### src/rtl/future_round_engine.sv
// FUTURE-style round engine: one slice per clock through whitening, substitution,
// shift-row and add-round-key passes. The S-box/mix unit sits outside on sb_in_o/sb_out_i.
module future_round_engine #(
   parameter int unsigned BLOCK_W = 64,
   parameter int unsigned SLICE_W = 16,
   parameter int unsigned ROUNDS  = 10,
   parameter int unsigned KROT    = 5
) (
   input  logic               clk_i,
   input  logic               rst_i,
   input  logic               start_i,
   input  logic [0:BLOCK_W-1] pt_i,
   input  logic [0:BLOCK_W-1] k0_i,
   input  logic [0:BLOCK_W-1] k1_i,
   input  logic [0:BLOCK_W-1] rc_seed_i,
   output logic               busy_o,
   output logic               done_o,
   output logic [0:BLOCK_W-1] ct_o,
   output logic [0:SLICE_W-1] sb_in_o,
   input  logic [0:SLICE_W-1] sb_out_i,
   output logic               sb_last_o
);

   localparam int unsigned NS     = BLOCK_W / SLICE_W;
   localparam int unsigned CELL_W = SLICE_W / NS;
   localparam int unsigned SW     = $clog2(NS);
   localparam int unsigned RW     = (ROUNDS > 1) ? $clog2(ROUNDS) : 1;
   localparam logic [SW-1:0] SLast = SW'(NS - 1);
   localparam logic [RW-1:0] RLast = RW'(ROUNDS - 1);

   typedef enum logic [2:0] {StIdle, StWhiten, StSub, StSr, StArk} state_e;

   state_e             state_q, state_d;
   logic [0:BLOCK_W-1] x_q, x_d, k0_q, k0_d, k1_q, k1_d, rc_q, rc_d;
   logic [RW-1:0]      r_q, r_d;
   logic [SW-1:0]      s_q, s_d;
   logic               done_q, done_d;

   logic [0:BLOCK_W-1] x_sr, kx, kx_rot, rc_rot;
   logic               s_last;

   function automatic logic [0:BLOCK_W-1] rotl(input logic [0:BLOCK_W-1] v,
                                                input int unsigned n);
      int unsigned m;
      m = n % BLOCK_W;
      return (v << m) | (v >> (BLOCK_W - m));
   endfunction

   // Column-major cells: cell (c,i) at index c*NS+i; row i rotates right by i columns.
   for (genvar c = 0; c < NS; c++) begin : g_col
      for (genvar i = 0; i < NS; i++) begin : g_row
         localparam int unsigned Dst = (c * NS + i) * CELL_W;
         localparam int unsigned Src = (((c + NS - i) % NS) * NS + i) * CELL_W;
         assign x_sr[Dst +: CELL_W] = x_q[Src +: CELL_W];
      end
   end

   assign s_last = (s_q == SLast);
   assign kx     = r_q[0] ? k1_q : k0_q;
   assign kx_rot = rotl(kx, s_last ? SLICE_W + KROT : SLICE_W);
   assign rc_rot = rotl(rc_q, s_last ? 2 * SLICE_W : SLICE_W);

   always_comb begin
      state_d = state_q;
      x_d     = x_q;
      k0_d    = k0_q;
      k1_d    = k1_q;
      rc_d    = rc_q;
      r_d     = r_q;
      s_d     = s_last ? '0 : SW'(s_q + 1'b1);
      done_d  = 1'b0;
      unique case (state_q)
         StIdle: begin
            s_d = s_q;
            if (start_i) begin
               x_d     = pt_i;
               k0_d    = k0_i;
               k1_d    = k1_i;
               rc_d    = rc_seed_i;
               r_d     = '0;
               s_d     = '0;
               state_d = StWhiten;
            end
         end
         StWhiten: begin
            x_d  = {x_q[SLICE_W:BLOCK_W-1], x_q[0:SLICE_W-1] ^ k0_q[0:SLICE_W-1]};
            k0_d = rotl(k0_q, SLICE_W);
            if (s_last) state_d = StSub;
         end
         StSub: begin
            x_d = {x_q[SLICE_W:BLOCK_W-1], sb_out_i};
            if (s_last) state_d = StSr;
         end
         StSr: begin
            x_d     = x_sr;
            s_d     = '0;
            state_d = StArk;
         end
         StArk: begin
            x_d  = {x_q[SLICE_W:BLOCK_W-1],
                    x_q[0:SLICE_W-1] ^ kx[0:SLICE_W-1] ^ rc_q[0:SLICE_W-1]};
            rc_d = rc_rot;
            if (r_q[0]) k1_d = kx_rot;
            else        k0_d = kx_rot;
            if (s_last) begin
               if (r_q == RLast) begin
                  state_d = StIdle;
                  done_d  = 1'b1;
               end else begin
                  r_d     = RW'(r_q + 1'b1);
                  state_d = StSub;
               end
            end
         end
         default: state_d = StIdle;
      endcase
   end

   always_ff @(posedge clk_i or posedge rst_i) begin
      if (rst_i) begin
         state_q <= StIdle;
         x_q     <= '0;
         k0_q    <= '0;
         k1_q    <= '0;
         rc_q    <= '0;
         r_q     <= '0;
         s_q     <= '0;
         done_q  <= 1'b0;
      end else begin
         state_q <= state_d;
         x_q     <= x_d;
         k0_q    <= k0_d;
         k1_q    <= k1_d;
         rc_q    <= rc_d;
         r_q     <= r_d;
         s_q     <= s_d;
         done_q  <= done_d;
      end
   end

   assign busy_o    = (state_q != StIdle);
   assign done_o    = done_q;
   assign ct_o      = x_q;
   assign sb_in_o   = x_q[0:SLICE_W-1];
   assign sb_last_o = (state_q == StSub) && (r_q == RLast);

endmodule

### config.mk
export PLATFORM = sky130hd
export DESIGN_NAME = future_round_engine
export DESIGN_NICKNAME = d
export VERILOG_FILES = /design/src/rtl/future_round_engine.sv
export SDC_FILE = /design/constraint.sdc
export NUM_CORES = 1
export LEC_CHECK = 0
export CELL_PAD_IN_SITES_DETAIL_PLACEMENT = 1
export CELL_PAD_IN_SITES_GLOBAL_PLACEMENT = 1
export CORE_MARGIN = 2
export CORE_UTILIZATION = 44
export CTS_CLUSTER_SIZE = 16
export DETAILED_ROUTE_END_ITERATION = 8
export DONT_BUFFER_PORTS = 1
export PLACE_DENSITY = 0.88
export SKIP_LAST_GASP = 1
export SYNTH_ARGS = -nofsm -noshare
export SYNTH_HDL_FRONTEND = slang
export SYNTH_SLANG_ARGS = --single-unit
### constraint.sdc
create_clock -name clk_i -period 7.35 [get_ports clk_i]
set_input_delay 0.735 -clock clk_i [delete_from_list [all_inputs] [get_ports clk_i]]
set_output_delay 0.735 -clock clk_i [all_outputs]
set_load 0.01 [all_outputs]
Word level (Yosys, flattened, before mapping)

Index checks and enable logic that the tools add are counted.
W data, S select, Z words.

Input bits: 275
Output and inout port bits: 83
Bits in registers: 266

Shifts and indexed selects: 4
Bitwise gates (word level): 7
Eq/ne operators: 13
Add/subtract/negate cells: 4
Reduce and logical (&&, ||, !) cells: 14
Multiplexer cells: 29

Operators by type and width:

| kind                  | count |
|---|---|
| $mux W64              | 7 |
| $pmux W64 S5          | 1 |
| $pmux W64 S2          | 2 |
| $pmux W64 S3          | 1 |
| $or A64 B64 Y64       | 2 |
| $shr A64 B32 Y64      | 2 |
| $or A64 B16 Y64       | 1 |
| $shl A64 B5 Y64       | 1 |
| $shl A64 B6 Y64       | 1 |
| $xor A16 B16 Y16      | 3 |
| $mux W3               | 5 |
| $pmux W3 S5           | 1 |
| $ne A2 B2 Y1 const B  | 7 |
| $mux W4               | 3 |
| $reduce_and A3 Y1     | 3 |
| $pmux W4 S2           | 1 |
| $reduce_and A4 Y1     | 2 |
| $sub A7 B5 Y8 const A | 1 |
| $sub A7 B6 Y8 const A | 1 |
| $eq A3 B2 Y1 const B  | 2 |
| $mux W2               | 3 |
| $mux W6               | 1 |
| $reduce_bool A3 Y1    | 2 |
| $reduce_bool A5 Y1    | 1 |
| other kinds (14)      | 17 |

Depth between registers and ports, before layout

Gate-level depths: netlist (run 1).

Depth after elaboration: 7
Gate-level depth with buffers: 9
Gate-level depth less buffers: 6

Worst setup path after synthesis (run 1)

OpenSTA, ideal clock, no wires.

Kind: reg2out
From: register state_q[2]
To: output sb_last_o
Buffers on the path: 3
Arrival time: 1.435 ns
Setup slack: 5.180 ns
Stages on the path, launching flop included: 7
Required time: 6.615 ns
Cells stage by stage: dfrtp_1 -> buf_2 -> inv_1 -> clkbuf_1 -> clkbuf_1 -> nand2_1 -> nor2_1

Cells in the longest elaborated chain, start to end: 2

RTL lines:

| what                   | line | source |
|---|---|---|
| start, declared        | 33   | `state_e state_q, state_d;` |
| start signal, assigned | 121  | `state_q <= StIdle;` |
| start signal, assigned | 130  | `state_q <= state_d;` |
| $eq A3 B2 Y1           | 145  | `assign sb_last_o = (state_q == StSub) && (r_q == RLast);` |
| $logic_and A1 B1 Y1    | 145  |  |
| end, declared          | 21   | `output logic sb_last_o` |

Every way passes these cells.

Final worst setup path (run 1)

From: register state_q[0]
To: register rc_q[49] (netlist name)

Cells in the longest elaborated chain, start to end: 3

RTL lines:

| what                                                                | line | source |
|---|---|---|
| $eq A3 B3 Y1 or $logic_not A3 Y1 (tied branches)                    | 72   | `unique case (state_q)` |
| $reduce_bool A2 Y1 (no source line) or $ne A2 B2 Y1 (tied branches) | -    |  |
| $reduce_and A2 Y1 (no source line)                                  | -    |  |
| end signal, assigned                                                | 134  | `rc_q <= rc_d;` |
| end, declared                                                       | 34   | `logic [0:BLOCK_W-1] x_q, x_d, k0_q, k0_d, k1_q, k1_d, rc_q, rc_d;` |

Parallel ways exist; a longest one is shown, timed or not.
A chain may end at the register's enable or synchronous reset.

==> reports/results.tsv, run 1 <==
metric	value	unit
yosys warns	0	
setup ws final	3.38	ns
CP top delay family	simple AND/OR/NAND/NOR gates	
worst-path maximum fanout	58	
crit path capture	rc_q[49]	
category of the most critical setup path	reg -> reg	
fin cells	2376	
Slowest-stage cell, CP	dfrtp_4	
Stages on worst setup path	6	
outcome	complete, no violations	
endpoints failing setup	0	
top cells by count, synth	266 x dfrtp_1, 253 x nand2_1, 247 x nor2_1	
GR Util All Layers	34.8	%
dpl cells	2305	
critical-path cell list	buf_4 -> or3b_4 -> buf_4 -> nor2_1 -> nor2_1 -> a221o_1	
vias in the first global route	16481	
largest net degree at the start of global routing	161	
Max-Cap Viols	0	
Routed WL	73200	µm
RR Startpoint	state_q[0]	
P per Cell Area	587	nW/µm²
Max Buffers Root-to-Sink	3	
CP startpoint kind	flip-flop	
Resized Gates After CTS	0	
initial antenna violation count	13	
total power	10.8	mW
top-area cell type share of the netlist area	38.4	%
worst setup path startpoint	state_q[0]	
Die Span X	202	µm
fmax	0.252	GHz
min cycle time layout	3.97	ns
Final Net Count	2102	
Starting Density	44.7	%
Post-synth EDFFs	0	
WP buf/inv	2	
FF+latch count, synth	266	
DR DRC count	0	
layout cells sized above 1	9.25	%
Max IR drop VDD	262	µV
Tcrit/Tclk final	54.1	%
Post-synth ARST share	100	%
port bufs	0	
# fillers	4481	
type of the worst min-delay path	in -> async	
post-synthesis cell count	1956	
RSZ-0062 raised after global routing	no	
routability cong.	1.01	
DIE HEIGHT	202	µm
Synth Flop Type	dfrtp_1	
grt total ovfl	0	
synth-to-layout area growth	6.48	%
clk sinks	266	
drt via density	6.88	
antenna-violating nets left	0	
reg2reg setup slack	3.38	ns
peak per-stage delay on the critical path	0.75	ns
Place WS	3.50	ns
endpoint type of the worst setup path	flip-flop	
worst slew pin tran	1.37	ns
Clock H-tree levels	2	
IO Count	358	
CTS Hold Bufs	0	
die footprint	41000	µm²
post-CTS setup buffers	0	
worst hold slack	0.207	ns
synth unique cells	63	
dpl hpwl	50800	µm
R2R depth	6	
area leader, netlist	dfrtp_1	
setup TNS	0	ns
CTS Root Cell	clkbuf_16	
slew margin rel.	8.83	%
post-synthesis cell area	17300	µm²
First DRT Iteration DRCs	1860	
Setup Skew	0.0219	ns
Synth Area per Inst	8.85	µm²
first-pass GRT wire length	108000	µm
router iterations before antenna repair	5	
Worst EP arrival	4.45	ns
Core Rows	72	
Crit path required time	7.83	ns
reg2reg end	rc_q[49]	
routed length per instance	30.8	µm
Clock transition at path regs	0.06	ns
Clk Latency, worst-skew pair	0.55	ns
max-slew violation count	0	
TritonCTS clock tree	built	
top cells by area, synth	dfrtp_1 38%, mux2i_1 9.0%, mux4_2 6.1%	
static leakage	7.14	nW
syn_nets	2235	
core box area	38700	µm²
most common cell in the netlist	dfrtp_1	
TritonCTS Buffers	34	
Final Hold Viols	0	
post-synthesis sequential area ratio	38.4	%
via count	16358	
power by group:
part | switching [mW] | total (mW) | internal, mW | leakage [nW]
registers | 1.48 | 3.72 | 2.24 | 3.13
logic | 3.22 | 5.41 | 2.19 | 3.47
clock network | 0.689 | 1.69 | 1.00 | 0.540
routing by layer:
layer  up-vias  wire (µm)  part of all wire, %  global-route usage [%]
met5         -         52                0.071                       0
met4         8       4170                  5.7                    19.5
met3       262       8700                   12                    12.3
met2      1054      32300                   44                    51.9
met1      8206      27900                   38                    43.8
li1       6828          -                    -                       -
per-stage QoR:
step           instance area [µm²]  util (%)
2_1_floorplan                17300         -
3_3_place_gp                 17300      44.7
3_5_place_dp                 17300      44.7
4_1_cts                      18400      47.5
5_1_grt                      18400      47.6
6_report                     18400      47.6
cell type report:
class	count	area, µm²	area share, %
clock buffer	55	1040	5.65
timing repair buffer	26	208	1.13
tap	518	648	3.52
inverter	16	63.8	0.346
sequential	266	6670	36.2
clock inverter	6	61.3	0.333
multi-input combinational	1479	9720	52.7
antenna	10	25.0	0.136
cell families (layout without fill, tap and decap cells):
group                      count (synthesis)  count (layout)  synth area share, %
AOI/OAI and AO/OA                        627             627                 22.7
xor gates and xnor gates                  46              46                 2.33
adders and majority gates                  4               4                0.289
buffers and inverters                    211             103                 5.75
DFF                                      266             266                 38.4
muxes                                    227             227                 16.8
other                                      0              10                    0
and+or+nand+nor                          575             575                 13.7
cells in the final DEF (no fill, tap or decap), types with 31 or more instances in the layout:
master       n
dfrtp_1    262
nand2_1    252
nor2_1     247
a21oi_1    206
mux2i_1    155
o21ai_0    135
a31oi_1     61
mux4_2      47
a22o_1      38
clkbuf_16   35
xnor2_1     31
registers in the layout, summed over array words and instances (netlist names), named ones only:
register,flops
ct_o,64
done_o,1
k0_q,64
k1_q,64
r_q,4
rc_q,57
s_q,2
state_q,3
worst min path at each step:
stage | end | slack, ns | cells after the start
global route | ct_o[42] | 0.26 | 1
detailed placement | rc_q[42] | 0.49 | 1
finish | ct_o[42] | 0.21 | 1
floorplan | k1_q[2] | 0.45 | 2
CTS | ct_o[3] | 0.22 | 1
global placement | k1_q[16] | 0.48 | 2
Power figures use the tool's default switching activity.
==> run 2: changes to the inputs <==
==> constraint.sdc (replaced) <==
create_clock -name clk_i -period 3.2 [get_ports clk_i]
set_input_delay 0.32 -clock clk_i [delete_from_list [all_inputs] [get_ports clk_i]]
set_output_delay 0.32 -clock clk_i [all_outputs]
set_load 0.01 [all_outputs]
==> run 2 against run 1 <==
Compared with the run above:
- the flow now finishes with violations (hold timing)
- sequential share of layout area down 2.8 points
- wire length grew 5.5%
- sequential power is 130% higher
- first-iteration DRC count increased by 8.3%
- final area rose by 8.5%
- worst hold slack got worse by 0.23 ns
- fmax increased by 44%
- cell count grew 6.2%
- flip-flop and latch count stayed put
- largest cell class unchanged
- total power is 140% higher
- clock power is 150% higher
- die area unchanged
==> reports/results.tsv, run 2 (same netlist as run 1, synthesis figures left out) <==
metric	value	unit	change
outcome	finished, violations left		
violated checks	hold timing		
Tcrit/Tclk final	86.3	%	+32 points
Slowest-stage cell, CP	dfrtp_4		
TritonCTS clock tree	built		
IO Count	358		unchanged
peak per-stage delay on the critical path	0.70	ns	-0.05 ns
reg2reg setup slack	0.44	ns	-2.94 ns
die footprint	41000	µm²	unchanged
largest net degree at the start of global routing	82		-49%
first-pass GRT wire length	114000	µm	+5.7%
CP top delay family	compound AO/OA/AOI/OAI gates		
type of the worst min-delay path	in -> reg		
RSZ-0062 raised after global routing	no		
dpl hpwl	54500	µm	+7.3%
Worst EP arrival	3.12	ns	-1.33 ns
Final Net Count	2253		+7.2%
Clock H-tree levels	2		unchanged
Final Hold Viols	2		+2
Max Buffers Root-to-Sink	3		unchanged
reg2reg end	ct_o[3]		
First DRT Iteration DRCs	2015		+8.3%
Place WS	0.512	ns	-2.99 ns
port bufs	0		unchanged
initial antenna violation count	8		-5
commonest non-fill, non-tap cell in the layout	dfrtp_1		
worst-path maximum fanout	38		-34%
clk sinks	266		unchanged
drt via density	6.80		-1.2%
commonest non-fill, non-tap cells in the layout	262 x dfrtp_1, 252 x nand2_1, 247 x nor2_1, 206 x a21oi_1, 155 x mux2i_1		
Routed WL	77200	µm	+5.5%
fmax	0.362	GHz	+44%
vias in the first global route	17574		+6.6%
via count	17163		+4.9%
crit path capture	ct_o[3]		
Max IR drop VDD	727	µV	+180%
Resized Gates After CTS	0		unchanged
router iterations before antenna repair	8		+3
Stages on worst setup path	5		-1
setup ws final	0.439	ns	-2.94 ns
Clock transition at path regs	0.06	ns	about the same
Clk Latency, worst-skew pair	0.56	ns	about the same
max-slew violation count	0		unchanged
antenna-violating nets left	0		unchanged
critical-path cell list	buf_4 -> nor3b_2 -> a211o_1 -> a22oi_1 -> a21oi_1		
GR Util All Layers	36.8	%	+2.0 points
RR Startpoint	state_q[2]		
routability cong.	0.996		-1.0%
WP buf/inv	1		-1
Max-Cap Viols	0		unchanged
synth-to-layout area growth	15.5	%	
layout cells sized above 1	11.1	%	+1.8 points
Core Rows	72		unchanged
Setup Skew	0.0222	ns	+0.000253 ns
worst setup path startpoint	state_q[2]		
CP startpoint kind	flip-flop		
min cycle time layout	2.76	ns	-1.21 ns
Crit path required time	3.56	ns	-4.27 ns
slew margin rel.	22.6	%	+14 points
CTS Root Cell	clkbuf_16		
Die Span X	202	µm	unchanged
DR DRC count	0		unchanged
routed length per instance	30.6	µm	-0.68%
worst slew pin tran	1.16	ns	-0.205 ns
endpoints failing setup	0		unchanged
endpoint type of the worst setup path	flip-flop		
category of the most critical setup path	reg -> reg		
grt total ovfl	0		unchanged
R2R depth	5		-1
TritonCTS Buffers	34		unchanged
static leakage	7.86	nW	+10%
DIE HEIGHT	202	µm	unchanged
P per Cell Area	1290	nW/µm²	+120%
worst hold slack	-0.0243	ns	-0.231 ns
core box area	38700	µm²	unchanged
Starting Density	44.7	%	unchanged
[run 2: layout make-up]
cell class                      count  area [µm²]
Inverter                           16        63.8
Clock inverter                     19         269
Sequential cell                   266        6670
Multi-Input combinational cell   1479        9720
Tap cell                          518         648
Fill cell                        4408       18700
Timing Repair Buffer              177        1690
Antenna cell                        7        17.5
Clock buffer                       42         921
[run 2: metrics by stage]
step                      instance area [µm²]  utilization (%)  instances  power [mW]  setup TNS (ns)
after floorplan                         17300                -       1956        16.4         -167.98
after global placement                  17700             45.7       2348        20.1               0
after detailed placement                17700             45.7       2348        20.9               0
after CTS                               20000             51.6       2516        25.3               0
after global routing                    20000             51.6       2523        27.0               0
final                                   20000             51.6       2524        25.8               0
[run 2: repair_timing]
item | CTS | global route
hold buffers | 107 | 1
buffers inserted | 0 | 0
endpoints found under the hold margin | 124 | 1
[run 2: report_power, final]
group	total [mW]	internal, mW	switching [mW]
registers	8.55	5.15	3.40
logic	13.1	5.40	7.70
clock network	4.18	2.54	1.64
[run 2: worst min path at each step]
stage / start / to / cells after the start
final: rc_seed_i[8] / rc_q[8] / 2
after global routing: k1_i[38] / k1_q[38] / 2
after CTS: k0_i[45] / k0_q[45] / 2
after detailed placement: rst_i / ct_o[8] / 1
after global placement: rst_i / ct_o[8] / 1
after floorplan: k1_q[2] / k1_q[2] / 2
[run 2: per-layer routing]
metal,vias to the layer above,GRT usage [%],share of wire [%]
met4,4,19.6,5.9
met1,8605,47.6,39
met5,-,0,0.035
li1,7132,-,-
met2,1153,55.7,44
met3,269,10.5,11
